**config.mk**
```make
export PLATFORM = sky130hd
export DESIGN_NAME = mul_ctrl
export DESIGN_NICKNAME = d
export VERILOG_FILES = /design/src/rtl/mul_pkg.sv /design/src/rtl/multiply_signed.sv /design/src/rtl/mul_ctrl.sv
export SDC_FILE = /design/constraint.sdc
export NUM_CORES = 1
export LEC_CHECK = 0
export BUFFER_PORTS_ARGS = -buffer_cell sky130_fd_sc_hd__buf_2
export CORE_MARGIN = 5
export CORE_UTILIZATION = 65
export CTS_BUF_LIST = sky130_fd_sc_hd__clkbuf_16
export CTS_CLUSTER_DIAMETER = 40
export CTS_CLUSTER_SIZE = 28
export DETAILED_ROUTE_END_ITERATION = 8
export PLACE_DENSITY = 0.88
export SLEW_MARGIN = 20
export SYNTH_ARGS = -nofsm -noshare
export SYNTH_HDL_FRONTEND = slang
export SYNTH_HIERARCHICAL = 1
export SYNTH_SLANG_ARGS = --single-unit
```
**constraint.sdc**
```tcl
create_clock -name clk -period 14 [get_ports clk]
set_clock_uncertainty 0.15 [all_clocks]
set_input_delay 2.8 -clock clk [delete_from_list [all_inputs] [get_ports clk]]
set_output_delay 2.8 -clock clk [all_outputs]
set_load 0.05 [all_outputs]
```
**src/rtl/mul_pkg.sv**
```systemverilog
// Shared types and helpers for the M-extension multiply sequencer.
// Operand extension and result-half selection live here.
package mul_pkg;

  localparam int MUL_XLEN = 32;

  typedef enum logic [1:0] {
    OP_MUL    = 2'b00,
    OP_MULH   = 2'b01,
    OP_MULHSU = 2'b10,
    OP_MULHU  = 2'b11
  } mul_op_t;

  typedef enum logic [2:0] {
    S_IDLE  = 3'd0,
    S_ISSUE = 3'd1,
    S_WAIT  = 3'd2,
    S_RESP  = 3'd3,
    S_DRAIN = 3'd4
  } mul_state_t;

  // MUL is treated as signed x signed; its low half ignores the top bit
  function automatic logic [2*MUL_XLEN+1:0] ext_operands(
    input mul_op_t               op,
    input logic [MUL_XLEN-1:0]   a,
    input logic [MUL_XLEN-1:0]   b
  );
    logic sa;
    logic sb;
    sa = a[MUL_XLEN-1] & (op != OP_MULHU);
    sb = b[MUL_XLEN-1] & ((op == OP_MUL) || (op == OP_MULH));
    return {sa, a, sb, b};
  endfunction

  function automatic logic [MUL_XLEN-1:0] sel_result(
    input mul_op_t                 op,
    input logic [2*MUL_XLEN+1:0]   prod
  );
    if (op == OP_MUL) return prod[MUL_XLEN-1:0];
    return prod[2*MUL_XLEN-1:MUL_XLEN];
  endfunction

endpackage

```
**src/rtl/multiply_signed.sv**
```systemverilog
// Iterative radix-2 Booth multiplier, signed A_W x B_W operands.
// One step per clock after stb; ack pulses with the product in o.
module multiply_signed #(
  parameter int A_W = 33,
  parameter int B_W = 33
) (
  input  logic               clk,
  input  logic               rst,
  input  logic               stb,
  input  logic [A_W-1:0]     a,
  input  logic [B_W-1:0]     b,
  output logic               ack,
  output logic [A_W+B_W-1:0] o
);

  localparam int CW = $clog2(B_W + 1);

  logic [A_W:0]       r_m;
  logic [A_W:0]       r_acc;
  logic [B_W-1:0]     r_q;
  logic               r_q1;
  logic               r_run;
  logic [CW-1:0]      r_cnt;
  logic [A_W:0]       w_sum;
  logic [A_W+B_W+1:0] w_sh;

  // Booth add/subtract then arithmetic shift of {acc, q, q-1}
  always_comb begin
    unique case ({r_q[0], r_q1})
      2'b01:   w_sum = r_acc + r_m;
      2'b10:   w_sum = r_acc - r_m;
      default: w_sum = r_acc;
    endcase
    w_sh = {w_sum[A_W], w_sum, r_q};
  end

  // Step counter and completion pulse
  always_ff @(posedge clk) begin
    if (rst) begin
      r_run <= 1'b0;
      ack   <= 1'b0;
      r_cnt <= '0;
    end else begin
      ack <= 1'b0;
      if (stb) begin
        r_run <= 1'b1;
        r_cnt <= CW'(B_W);
      end else if (r_run) begin
        r_cnt <= r_cnt - 1'b1;
        if (r_cnt == CW'(1)) begin
          r_run <= 1'b0;
          ack   <= 1'b1;
        end
      end
    end
  end

  // Datapath: load on stb, shift each running cycle
  always_ff @(posedge clk) begin
    if (stb) begin
      r_m   <= {a[A_W-1], a};
      r_acc <= '0;
      r_q   <= b;
      r_q1  <= 1'b0;
    end else if (r_run) begin
      r_acc <= w_sh[A_W+B_W+1:B_W+1];
      r_q   <= w_sh[B_W:1];
      r_q1  <= w_sh[0];
      if (r_cnt == CW'(1)) o <= w_sh[A_W+B_W:1];
    end
  end

endmodule

```
**src/rtl/mul_ctrl.sv**
```systemverilog
// Sequencer for MUL/MULH/MULHSU/MULHU around one Booth multiplier.
// One-entry product cache lets MULH* followed by MUL share a multiply.
module mul_ctrl
  import mul_pkg::*;
#(
  parameter int XLEN = MUL_XLEN
) (
  input  logic            clk,
  input  logic            rst_n,
  input  logic            req_valid,
  output logic            req_ready,
  input  logic [1:0]      req_op,
  input  logic [XLEN-1:0] req_a,
  input  logic [XLEN-1:0] req_b,
  input  logic            flush,
  output logic            resp_valid,
  input  logic            resp_ready,
  output logic [XLEN-1:0] resp_data,
  output logic            busy
);

  localparam int EW = XLEN + 1;
  localparam int PW = 2 * EW;

  mul_state_t      r_state;
  mul_state_t      w_next;
  mul_op_t         r_op;
  logic [EW-1:0]   r_a;
  logic [EW-1:0]   r_b;
  logic [EW-1:0]   r_ca;
  logic [EW-1:0]   r_cb;
  logic [PW-1:0]   r_cp;
  logic            r_cvld;
  logic [2*EW-1:0] w_ext;
  logic [EW-1:0]   w_ea;
  logic [EW-1:0]   w_eb;
  logic            w_hit;
  logic            w_acc;
  logic            w_stb;
  logic            w_ack;
  logic            w_rst;
  logic            w_fill;
  logic            w_drop;
  logic [PW-1:0]   w_prod;

  assign w_ext = ext_operands(mul_op_t'(req_op), req_a, req_b);
  assign w_ea  = w_ext[2*EW-1:EW];
  assign w_eb  = w_ext[EW-1:0];
  assign w_rst = ~rst_n;

  assign req_ready  = (r_state == S_IDLE) && !flush;
  assign w_acc      = req_valid && req_ready;
  assign w_stb      = (r_state == S_ISSUE) && !flush;
  assign resp_valid = (r_state == S_RESP) && !flush;
  assign resp_data  = sel_result(r_op, r_cp);
  assign busy       = (r_state != S_IDLE);

  assign w_fill = (r_state == S_WAIT) && w_ack && !flush;
  assign w_drop = w_ack && ((r_state == S_DRAIN) ||
                  ((r_state == S_WAIT) && flush));

  // Cache hit: MUL only needs the low halves to match
  always_comb begin
    w_hit = 1'b0;
    if (r_cvld) begin
      if (req_op == OP_MUL)
        w_hit = (w_ea[XLEN-1:0] == r_ca[XLEN-1:0]) &&
                (w_eb[XLEN-1:0] == r_cb[XLEN-1:0]);
      else
        w_hit = (w_ea == r_ca) && (w_eb == r_cb);
    end
  end

  // Next-state logic
  always_comb begin
    w_next = r_state;
    unique case (r_state)
      S_IDLE:  if (w_acc) w_next = w_hit ? S_RESP : S_ISSUE;
      S_ISSUE: w_next = flush ? S_IDLE : S_WAIT;
      S_WAIT: begin
        if (flush)      w_next = w_ack ? S_IDLE : S_DRAIN;
        else if (w_ack) w_next = S_RESP;
      end
      S_RESP:  if (flush || resp_ready) w_next = S_IDLE;
      S_DRAIN: if (w_ack) w_next = S_IDLE;
      default: w_next = S_IDLE;
    endcase
  end

  // State and cache-valid registers
  always_ff @(posedge clk) begin
    if (!rst_n) begin
      r_state <= S_IDLE;
      r_cvld  <= 1'b0;
    end else begin
      r_state <= w_next;
      if (w_fill)      r_cvld <= 1'b1;
      else if (w_drop) r_cvld <= 1'b0;
    end
  end

  // Request latch and cache contents
  always_ff @(posedge clk) begin
    if (w_acc) begin
      r_op <= mul_op_t'(req_op);
      r_a  <= w_ea;
      r_b  <= w_eb;
    end
    if (w_fill) begin
      r_ca <= r_a;
      r_cb <= r_b;
      r_cp <= w_prod;
    end
  end

  multiply_signed #(
    .A_W (EW),
    .B_W (EW)
  ) u_mul (
    .clk (clk),
    .rst (w_rst),
    .stb (w_stb),
    .a   (r_a),
    .b   (r_b),
    .ack (w_ack),
    .o   (w_prod)
  );

endmodule

```
==> results of run 1 <==
## through the flow
stage / util (%) / total power [mW]
5_1_grt: 74.0 / 3.50
3_5_place_dp: 68.8 / 2.30
6_report: 74.0 / 3.34
3_3_place_gp: 68.8 / 2.27
4_1_cts: 74.0 / 3.33
2_1_floorplan: - / 2.09
## flip-flops by register name (all words and copies together), names as in the netlist, 2 cells and up
| signal | cells |
|---|---|
| r_a | 33 |
| u_mul/r_acc | 33 |
| u_mul/r_m | 33 |
| u_mul/r_q | 33 |
| u_mul/o | 64 |
| r_op | 2 |
| u_mul/r_cnt | 6 |
| r_cb | 33 |
| r_b | 33 |
| r_cp | 64 |
| r_state | 3 |
| r_ca | 33 |
## power breakdown
group | internal [mW] | switching [mW]
logic | 0.361 | 0.569
clock network | 0.562 | 0.458
registers | 1.32 | 0.0673
## layout by cell type (no fill, tap or decap), types with 18 or more instances in the layout
cell	count
xor2_1	18
mux2_2	70
nand2_1	71
nor3_1	21
clkbuf_16	38
mux2i_1	24
ha_1	36
nor2_1	71
o21ai_0	42
buf_2	105
edfxtp_1	328
dfxtp_1	45
inv_1	40
xnor2_1	98
a21oi_1	55
## how the worst max path moves through the flow
stage	startpoint	endpoint	slack, ns	cells after the start
2_1_floorplan	flush	r_ca[0]	4.60	4
3_3_place_gp	flush	resp_valid	7.64	3
3_5_place_dp	flush	resp_valid	7.66	3
4_1_cts	flush	resp_valid	7.65	3
5_1_grt	flush	resp_valid	7.62	3
6_report	flush	resp_valid	7.65	3
## layout make-up
class                           count  area, µm²  share of cell area (%)
Clock buffer                       38        951                    5.15
Multi-Input combinational cell    716       5260                    28.5
Sequential cell                   374      10800                    58.3
Timing Repair Buffer              114        593                    3.21
Tap cell                          330        413                    2.24
Clock inverter                     28        329                    1.78
Inverter                           39        146                   0.793
## routing by layer
metal | share of wire (%) | track usage (%) | wire length [µm] | vias up
met5 | 0.074 | 0 | 27 | -
met4 | 3.8 | 8.75 | 1380 | 4
met3 | 9.3 | 5.51 | 3420 | 92
met2 | 48 | 42.2 | 17600 | 539
met1 | 39 | 34.9 | 14200 | 4905
li1 | - | - | - | 4611
==> impl_summary.md, run 1 <==
Global routing
Entering global routing, the biggest net connects between 80 and 90 pins. Summed over all layers, the global routing overflow is 0. The global-route wire length before repair is between 50 and 60 mm. The via count of the first global-routing pass is 10.0k. The number of antenna violations at the first check in global routing came to 2. Global routing consumed, over all layers together, 25.8% of the routing resources.

Final layout
The number of antenna repair diodes is 0. The final net count is 1390. Fill cells in the final layout number 1476. The area growth from synthesis to final layout is 13.1%. The filler-free cell count of the finished design is 1639. After routing the design area is around 0.018 mm². The layout cell share with drive strength beyond 1 is 21.2%.

Route
The pre-antenna-repair detailed-routing pass consisted of 5 iterations. The total routed wirelength is 36.6 mm. Summing over every cut layer, the via total after detailed routing is ~10k. For this block, the initial DRC count from the detailed router was slightly below 1k. Dividing the detail-routed wire length by the instance count gives about 22 µm. For this run, design rule violations remaining after detail routing come to 0.

The count of antenna-violating nets left after detailed routing is 0. After detailed routing, the number of vias per cell comes to 6.19.

Critical path
Setup slack on the worst reg-to-reg path comes out at roughly 9.2 ns. The signal arrival time at the worst endpoint is 3.40 ns. The critical register-to-register path startpoint is u_mul/r_m[4]. Counting both buffers and inverters, the worst setup path holds a total of 2. The category of the worst setup path capture point is an output port. Among cell families on the critical path, the largest total delay comes from buffers and inverters.

Counting cells, the worst reg-to-reg path comes to 17. For this run, the slowest stage of the critical path takes 0.29 ns. The worst register-to-register path ends at u_mul/o[63].

The slowest library cell on the worst path is buf_2. Traced cell by cell, the critical path runs through buf_2 > nor3_1 > buf_2. The biggest fanout along the worst timing path is 8. The launching element type of the critical path is an input port. The cell that appears most often on the critical path is buf_2. The worst setup path is of the input port to output port kind. STA puts the critical path data required time at 11.05 ns.

Run
The max capacitance violation total is 0.

STA
The worst slew slack as a fraction of its limit is 29.9%. The worst hold margin is 0.270 ns. The number of failing setup endpoints in the final timing report is 0. The timing-limited maximum frequency is 157 MHz. The number of max-slew violations in the final report came to 0. The post-route minimum period is about 6.4 ns. The final critical-path setup slack is 7.65 ns.

Setup repair after global routing left no endpoint under its margin. The final cycle utilization of the critical path is 45.4%. The number of failing hold endpoints at the final stage is 0. After routing, the total negative slack on setup checks comes to 0 ns. At the pin with the least slew margin, the transition time is 1.05 ns.

Power
The analysis attributes to cell leakage a power of 6.50 nW. The power density of the placed cells is around 180 mW/mm². The worst-case IR drop observed on VDD is 0.181 mV.

Placement
The congestion estimate from routability-driven global placement came to between 0.9 and 1. The count of buffers added on input and output ports is 105. The instance area at placement is roughly 0.017 mm². The wire-length estimate of the detail-placed layout is 24.9 mm.

The number of cells after detailed placement is about 1.6k. Timing analysis after detailed placement gives a worst setup slack of 7.66 ns.

Synth
During synthesis, Yosys emitted a total of 6 warnings. The total standard cell area after synthesis is 0.0163 mm². The instance count of the mapped netlist is ~1.2k. The net count after synthesis is 1280.

Each instance of the synthesized netlist takes up on average about 14 µm².

Die
For this configuration, the core starts out at a cell density of 65.4%. The I/O pin count is 106. The row count is just under 60. In this run the standard cell core region covers 0.0250 mm².

The floorplan die area is 0.0284 mm². The width of the die is 168 µm. The die is 168 µm tall.

Clock tree
Buffers inserted to repair hold after CTS numbered 0. The clock transition at the registers of the reported paths is ~0.06 ns. The clock tree root buffer cell is clkbuf_16. CTS saw 374 sinks. The maximum clock path buffer count is 3. The insertion delay to the later sink of the worst-skew pair is 0.53 ns.

Post-CTS timing repair inserted 0 buffers for setup. The TritonCTS clock tree is done. The total of cells resized after clock tree synthesis is 0. The number of buffers inserted during clock tree synthesis is 36. The H-tree was split into 2 levels.

Hold path
Along the worst hold path, the cell count comes to 0. The startpoint of the tightest hold check path is u_mul/o[18]. For hold timing, the worst endpoint is r_cp[18].

The tightest min-delay check is of the register to register type.

Run status
The run finished with clean final reports.
Power figures use the tool's default switching activity.
==> inputs of run 2 (changes only) <==
CORE_UTILIZATION = 55   (was 65)
PLACE_DENSITY = 0.79   (was 0.88)
clock period = 5.65 ns   (was 14 ns; I/O delays follow)
==> run 2 against run 1 <==
Against the previous run: non-clock buffer count is 1 higher; die area up 17%; critical endpoint is now u_mul/r_acc[31]; worst setup slack worse by 6.6 ns; cell area increased by 1.1%; cell count is 4.2% higher; critical path depth rose by 15; count of clock-buffer cells in the layout rose by 3; sequential power up 150%; combinational power grew 150%; core utilization shrank 11 points; hold slack lost 0.011 ns; global-route usage fell by 4.5 points.
==> impl_summary.md, run 2 (synthesis results as in run 1) <==
STA
The number of failing setup endpoints in the final timing report is 0 (unchanged). The timing-limited maximum frequency is around 220 MHz. The worst slew slack as a fraction of its limit is 31.0% (was 29.9%).

The slew at the pin closest to its max-slew limit was 1.03 ns (was 1.05 ns). RSZ-0062 raised after global routing: false (unchanged). The final cycle utilization of the critical path is 82.2%. The final sum of negative setup slack is 0 ns (unchanged).

The number of max-slew violations in the final report is 0 (unchanged). The number of failing hold endpoints at the final stage is 0 (unchanged). The clock period could shrink to 4.65 ns. The final critical-path setup slack is 1.00 ns (was 7.65 ns).

Die
The die boundary height came to 182 µm (was 168 µm). The row count is 63 (was 58). The width of the die is 182 µm (was 168 µm).

The I/O pin count was 106 (unchanged). The placeable core area is 0.0295 mm² (was 0.0250 mm²). The floorplan die area came to 0.0332 mm² (was 0.0284 mm²).

The effective utilization at floorplan is 55.4% (was 65.4%).

Global routing
The total global routing overflow is 0 (unchanged). The number of antenna violations at the first check in global routing is 1 (was 2). The global-route wire length before repair is 55.5 mm (was 56.9 mm). The via count of the first global-routing pass is 9910 (was 10.0k). The pin count of the biggest net entering global routing is 131 (was 83). The combined global-route utilization of all metal layers came to 21.3% (was 25.8%).

Route
The detail-routed via count per cell is 5.79 (was 6.19). The violation count after the first detailed-routing iteration is 819 (was 966). The count of antenna-violating nets left after detailed routing came to 0 (unchanged).

The wire length per cell is 20.9 µm (was 22.3 µm). The via total after detailed routing is 9895 (was 10.2k). The remaining design rule violation count is 0 (unchanged). The number of iterations in the first detailed-routing pass is 7 (was 5).

The total routed wirelength is 35.6 mm (was 36.6 mm).

Critical path
The category of the worst setup path capture point is a register (was output port). The biggest fanout along the worst timing path is 8 (unchanged). The first element of the critical path is u_mul/r_m[4] (was flush).

The slowest library cell on the worst path is edfxtp_1 (was buf_2). The critical register-to-register path startpoint is u_mul/r_m[4] (unchanged). Crit path cell chain: nor4_4 > nand3_1 > nor3_2 > nand2b_1 > or4_1 > nor2_1 > a21oi_1 > xnor2_1 > ha_1 > and3_1 > nand2_1 > nor2_1 > nand3_1 > or4_1 > a21oi_1 > nor2_1 > a211o_1 > nor3_1 (was buf_2 > nor3_1 > buf_2). The required time reported for the critical path endpoint was 5.93 ns (was 11.05 ns). The stage delay of the slowest cell on the critical path was 0.46 ns (was 0.29 ns). The launching element type of the critical path is a register (was input port). The critical path class is register to register (was input port to output port). The signal arrival time at the worst endpoint was 4.93 ns (was 3.40 ns). The cell with the most instances on the worst path was nor2_1 (was buf_2).

Placement
The pre-CTS setup slack is 1.08 ns (was 7.66 ns). The number of buffers added on ports is 105 (unchanged). The weighted congestion reported at the end of routability-driven placement came to 0.878 (was 0.935).

The post-DP HPWL came to 24.8 mm (was 24.9 mm).

Clock tree
The hold buffer count at CTS is 0 (unchanged). The number of buffers inserted during clock tree synthesis is 40 (was 36). The total of cells resized after clock tree synthesis is 0 (unchanged).

The CTS sink count is 374 (unchanged). The TritonCTS clock tree is done (unchanged). The clock tree root buffer cell was clkbuf_16 (unchanged). The maximum level of the CTS H-tree is 2 (unchanged). The insertion delay to the later sink of the worst-skew pair came to 0.53 ns (about the same). The clock transition at the registers of the reported paths was 0.07 ns (was 0.06 ns). The number of buffers inserted to repair setup after CTS is 0 (unchanged).

The maximum clock path buffer count is 3 (unchanged).

Hold path
The startpoint of the tightest hold check path is u_mul/o[51] (was u_mul/o[18]). The worst hold-check path type is register to register (unchanged).

Final layout
The number of antenna repair diodes is 0 (unchanged). The final-layout fill cell count came to 2145 (was 1476). The storage element area is 0.0108 mm² (unchanged). The area of the multi-input gates came to 0.00527 mm² (was 0.00526 mm²). The final net count is 1395 (was 1390). The area growth from synthesis to final layout is 14.3% (was 13.1%).

The most common cell after layout, fill and taps aside is edfxtp_1 (unchanged). Most frequent cells in the layout: 328 x edfxtp_1, 105 x buf_2, 98 x xnor2_1 (unchanged). The layout cell share with drive strength beyond 1 is 21.5% (was 21.2%). Largest registers: r_cp (64), u_mul/o (64) (unchanged).

Run
The max capacitance violation total is 0 (unchanged).

Power
The peak ir drop on the vdd network is 0.274 mV (was 0.181 mV). The post-route total power is 8.37 mW (was 3.34 mW). The portion of total power attributed to the clock network is 31.5% (was 30.6%). The fraction of power spent switching nets is 32.4% (was 32.8%). The cell-internal power is 5.66 mW (was 2.25 mW). The leakage power summed over all cells is 6.55 nW (was 6.50 nW). The proportion of power drawn by combinational gates is 27.3% (was 27.8%). The power density of the placed cells is 448 mW/mm² (was 181 mW/mm²). The reported net switching power is 2.71 mW (was 1.09 mW).

The sequential cell fraction of total power is 41.2% (was 41.6%).

Run status
Outcome: finished, final reports clean (unchanged).
[run 2: changes by cell type in the layout (fill, tap and decap cells not counted), sizes merged]
| cell | change |
|---|---|
| clkinv | +3 |
| clkbuf | +3 |
| clkinvlp | +2 |
| buf | +1 |
[run 2: cell type report]
class	count	area share (%)
Tap cell	390	2.61
Timing Repair Buffer	115	3.35
Sequential cell	374	57.7
Clock buffer	41	5.50
Clock inverter	33	1.82
Inverter	39	0.784
Multi-Input combinational cell	716	28.2
[run 2: final timing paths]
kind	to	slack [ns]	cells past startpoint
min reg2reg	r_cp[51]	0.26	0
min	r_cp[51]	0.26	0
max	u_mul/r_acc[31]	1.00	18
max reg2reg	u_mul/r_acc[31]	1.00	18
[run 2: critical path, delay by kind of cell (launching register included)]
family	cells	cell delay [ns]
DFF	1	0.46
adders and majority gates	1	0.44
AOI/OAI and AO/OA	3	0.54
xor gates and xnor gates	1	0.19
and+or+nand+nor	13	2.80
[run 2: power groups by stage]
stage               clock network, mW  logic (mW)  registers (mW)
floorplan                           0        1.75            3.42
global route                     2.82        2.52            3.47
CTS                              2.68        2.26            3.44
detailed placement                  0        2.23            3.50
global placement                    0        2.20            3.49
finish                           2.64        2.28            3.45
[run 2: stage by stage]
| stage | area [µm²] | hold slack (ns) | util [%] | cells |
|---|---|---|---|---|
| global route | 18700 | 0.276 | 63.3 | 1708 |
| global placement | 17300 | 0.251 | 58.6 | 1633 |
| floorplan | 16300 | 0.250 | - | 1171 |
| CTS | 18600 | 0.266 | 63.2 | 1707 |
| detailed placement | 17300 | 0.255 | 58.6 | 1633 |
| finish | 18700 | 0.259 | 63.3 | 1708 |
[run 2: routing by layer]
| layer | GRT usage (%) | routed length [µm] | vias to the layer above |
|---|---|---|---|
| met5 | 0 | 0 | - |
| met4 | 6.03 | 890 | 0 |
| met3 | 3.25 | 2180 | 55 |
| met2 | 35.5 | 17300 | 380 |
| met1 | 29.6 | 15300 | 4827 |
| li1 | - | - | 4633 |
==> inputs of run 3 (changes only) <==
ABC_AREA = 1   (was unset)
clock period = 3.8 ns   (was 5.65 ns; I/O delays follow)
==> run 3 against run 2 <==
Against the previous run: maximum frequency rose by 27%; wire length up 12%; clock power rose by 64%; sequential power grew 49%; non-clock buffer count grew 21; sequential share of layout area decreased by 4.3 points; worst setup slack got worse by 0.85 ns; first-iteration DRC count rose by 36%; core utilization is 2.4 points higher; combinational power is 68% higher; critical endpoint is now u_mul/o[58]; total power rose by 59%; global-route usage is 1.0 points higher.
==> impl_summary.md, run 3 <==
Placement
The number of buffers added on ports is 105 (unchanged). The weighted congestion reported at the end of routability-driven placement came to 0.978 (was 0.878). The post-DP HPWL came to 28.5 mm (was 24.8 mm).

The number of cells after detailed placement is 2201 (was 1633).

Power
The leakage power summed over all cells is 8.45 nW (was 6.55 nW). The post-route total power came to 13.3 mW (was 8.37 mW). The peak ir drop on the vdd network is 0.395 mV (was 0.274 mV). The power density of the placed cells came to 659 mW/mm² (was 448 mW/mm²).

Route
The wire length per cell is 17.4 µm (was 20.9 µm). The violation count after the first detailed-routing iteration came to 1115 (was 819). The number of iterations in the first detailed-routing pass is 5 (was 7).

The via total after detailed routing is 12.2k (was 9895). The total routed wirelength came to 39.8 mm (was 35.6 mm). The count of antenna-violating nets left after detailed routing is 0 (unchanged). The detail-routed via count per cell is 5.31 (was 5.79). The remaining design rule violation count was 0 (unchanged).

STA
The worst slew slack as a fraction of its limit was 39.0% (was 31.0%). The worst hold margin is 0.240 ns (was 0.259 ns). The number of failing hold endpoints at the final stage came to 0 (unchanged). The final sum of negative setup slack was 0 ns (unchanged). The number of failing setup endpoints in the final timing report is 0 (unchanged). The timing-limited maximum frequency is 274 MHz (was 215 MHz). The final cycle utilization of the critical path was 96.0% (was 82.2%). The post-route minimum period was 3.65 ns (was 4.65 ns). The slew at the pin closest to its max-slew limit was 0.914 ns (was 1.03 ns).

The number of max-slew violations in the final report is 0 (unchanged). RSZ-0062 raised after global routing: true (was false).

Clock tree
The TritonCTS clock tree is done (unchanged). The clock transition at the registers of the reported paths is 0.07 ns (about the same). The maximum level of the CTS H-tree came to 2 (unchanged). The CTS sink count is 374 (unchanged). The maximum clock path buffer count is 3 (unchanged). The number of buffers inserted during clock tree synthesis is 45 (was 40). The hold buffer count at CTS is 0 (unchanged). The insertion delay to the later sink of the worst-skew pair came to 0.56 ns (was 0.53 ns). The clock tree root buffer cell is clkbuf_16 (unchanged).

Synth
The number of warnings printed during yosys synthesis is 6 (unchanged). The total standard cell area after synthesis is 0.0171 mm² (was 0.0163 mm²). The net count after synthesis is 1810 (was 1280). The synthesized area per cell came to 10.1 µm² (was 13.9 µm²). The instance count of the mapped netlist was 1701 (was 1171).

Global routing
The total global routing overflow is 0 (unchanged). The global-route wire length before repair is 62.8 mm (was 55.5 mm). The pin count of the biggest net entering global routing is 69 (was 131). The combined global-route utilization of all metal layers was 22.3% (was 21.3%). The number of antenna violations at the first check in global routing came to 0 (was 1). The via count of the first global-routing pass is 11.8k (was 9910).

Final layout
The most common cell after layout, fill and taps aside is nand2_1 (was edfxtp_1). Most frequent cells in the layout: 496 x nand2_1, 328 x edfxtp_1, 222 x inv_1 (was 328 x edfxtp_1, 105 x buf_2, 98 x xnor2_1). The end-of-flow core utilization is 65.7% (was 63.3%).

The layout cell share with drive strength beyond 1 is 17.5% (was 21.5%). The filler-free cell count of the finished design is 2290 (was 1708). The area growth from synthesis to final layout is 17.8% (was 14.3%).

The number of antenna repair diodes is 0 (unchanged). Largest registers: r_cp (64), u_mul/o (64) (unchanged). The final net count is 1967 (was 1395).

Critical path
The critical path class is register to register (unchanged). The total buffers and inverters traversed by the critical path is 4 (was 0). Crit path cell chain: inv_1 > nand2_1 > nor2_2 > nand2_1 > nor2_2 > nand3_2 > nor2_2 > nor2_1 > nor2_2 > xnor2_1 > inv_1 > ha_4 > nand2_1 > nor2_1 > inv_1 > buf_4 > nor2_1 > nand3_1 > nand3_1 > a31oi_1 (was nor4_4 > nand3_1 > nor3_2 > nand2b_1 > or4_1 > nor2_1 > a21oi_1 > xnor2_1 > ha_1 > and3_1 > nand2_1 > nor2_1 > nand3_1 > or4_1 > a21oi_1 > nor2_1 > a211o_1 > nor3_1).

The cell with the most instances on the worst path is nor2_2 (was nor2_1). The category of the worst setup path capture point is a register (unchanged). The top cell family by delay on the critical path is simple AND/OR/NAND/NOR gates (unchanged). The biggest fanout along the worst timing path was 6 (was 8). The required time reported for the critical path endpoint is 3.95 ns (was 5.93 ns). The signal arrival time at the worst endpoint came to 3.79 ns (was 4.93 ns).

The slowest library cell on the worst path is edfxtp_1 (unchanged). The stage delay of the slowest cell on the critical path is 0.43 ns (was 0.46 ns). The launching element type of the critical path is a register (unchanged).

Die
The width of the die is 186 µm (was 182 µm). The I/O pin count came to 106 (unchanged). The placeable core area was 0.0307 mm² (was 0.0295 mm²). The row count is 64 (was 63). The die boundary height is 186 µm (was 182 µm).

The floorplan die area is 0.0347 mm² (was 0.0332 mm²). The effective utilization at floorplan was 55.8% (was 55.4%).

Run status
Outcome: finished, final reports clean (unchanged).

Hold path
The worst hold-check path type is input port to register (was register to register).

Run
The max capacitance violation total came to 0 (unchanged).
[run 3: path summary, 6_finish.rpt]
path                                   start     endpoint  slack (ns)  cells past startpoint
worst min register to register   u_mul/o[33]     r_cp[33]        0.26                      0
worst max register to register  u_mul/r_m[2]  u_mul/o[58]        0.15                     20
worst max-delay path            u_mul/r_m[2]  u_mul/o[58]        0.15                     20
worst min-delay path               req_b[17]      r_b[17]        0.24                      1
[run 3: repair_timing]
action | 4_1_cts | 5_1_grt
resized for setup | 0 | 68
buffers inserted | 0 | 6
endpoints found under the setup margin | 0 | 21
[run 3: cell type report]
| type | count | area, µm² |
|---|---|---|
| clock buffers | 46 | 1150 |
| clock inverters | 37 | 397 |
| fillers | 2259 | 10500 |
| inverters | 229 | 865 |
| multi-input cells | 1072 | 5680 |
| flip-flops and latches | 374 | 10800 |
| well taps | 396 | 495 |
| repair buffers | 136 | 800 |
[run 3: power breakdown]
| part | switching, mW | internal (mW) | total [mW] |
|---|---|---|---|
| sequential | 0.244 | 4.89 | 5.13 |
| clock | 1.87 | 2.47 | 4.33 |
| combinational | 2.52 | 1.31 | 3.83 |
[run 3: stage by stage]
stage	worst slack (ns)	area, µm²
final	0.152	20200
after floorplan	-0.665	17200
after CTS	0.0104	19800
after detailed placement	0.0243	18300
after global placement	0.0188	18300
after global routing	-0.0601	20200
[run 3: routing by layer]
metal	wire, µm	global-route usage [%]
met1	17000	30.9
met2	19100	36.5
met3	2520	3.62
met4	1270	7.17
met5	0	0
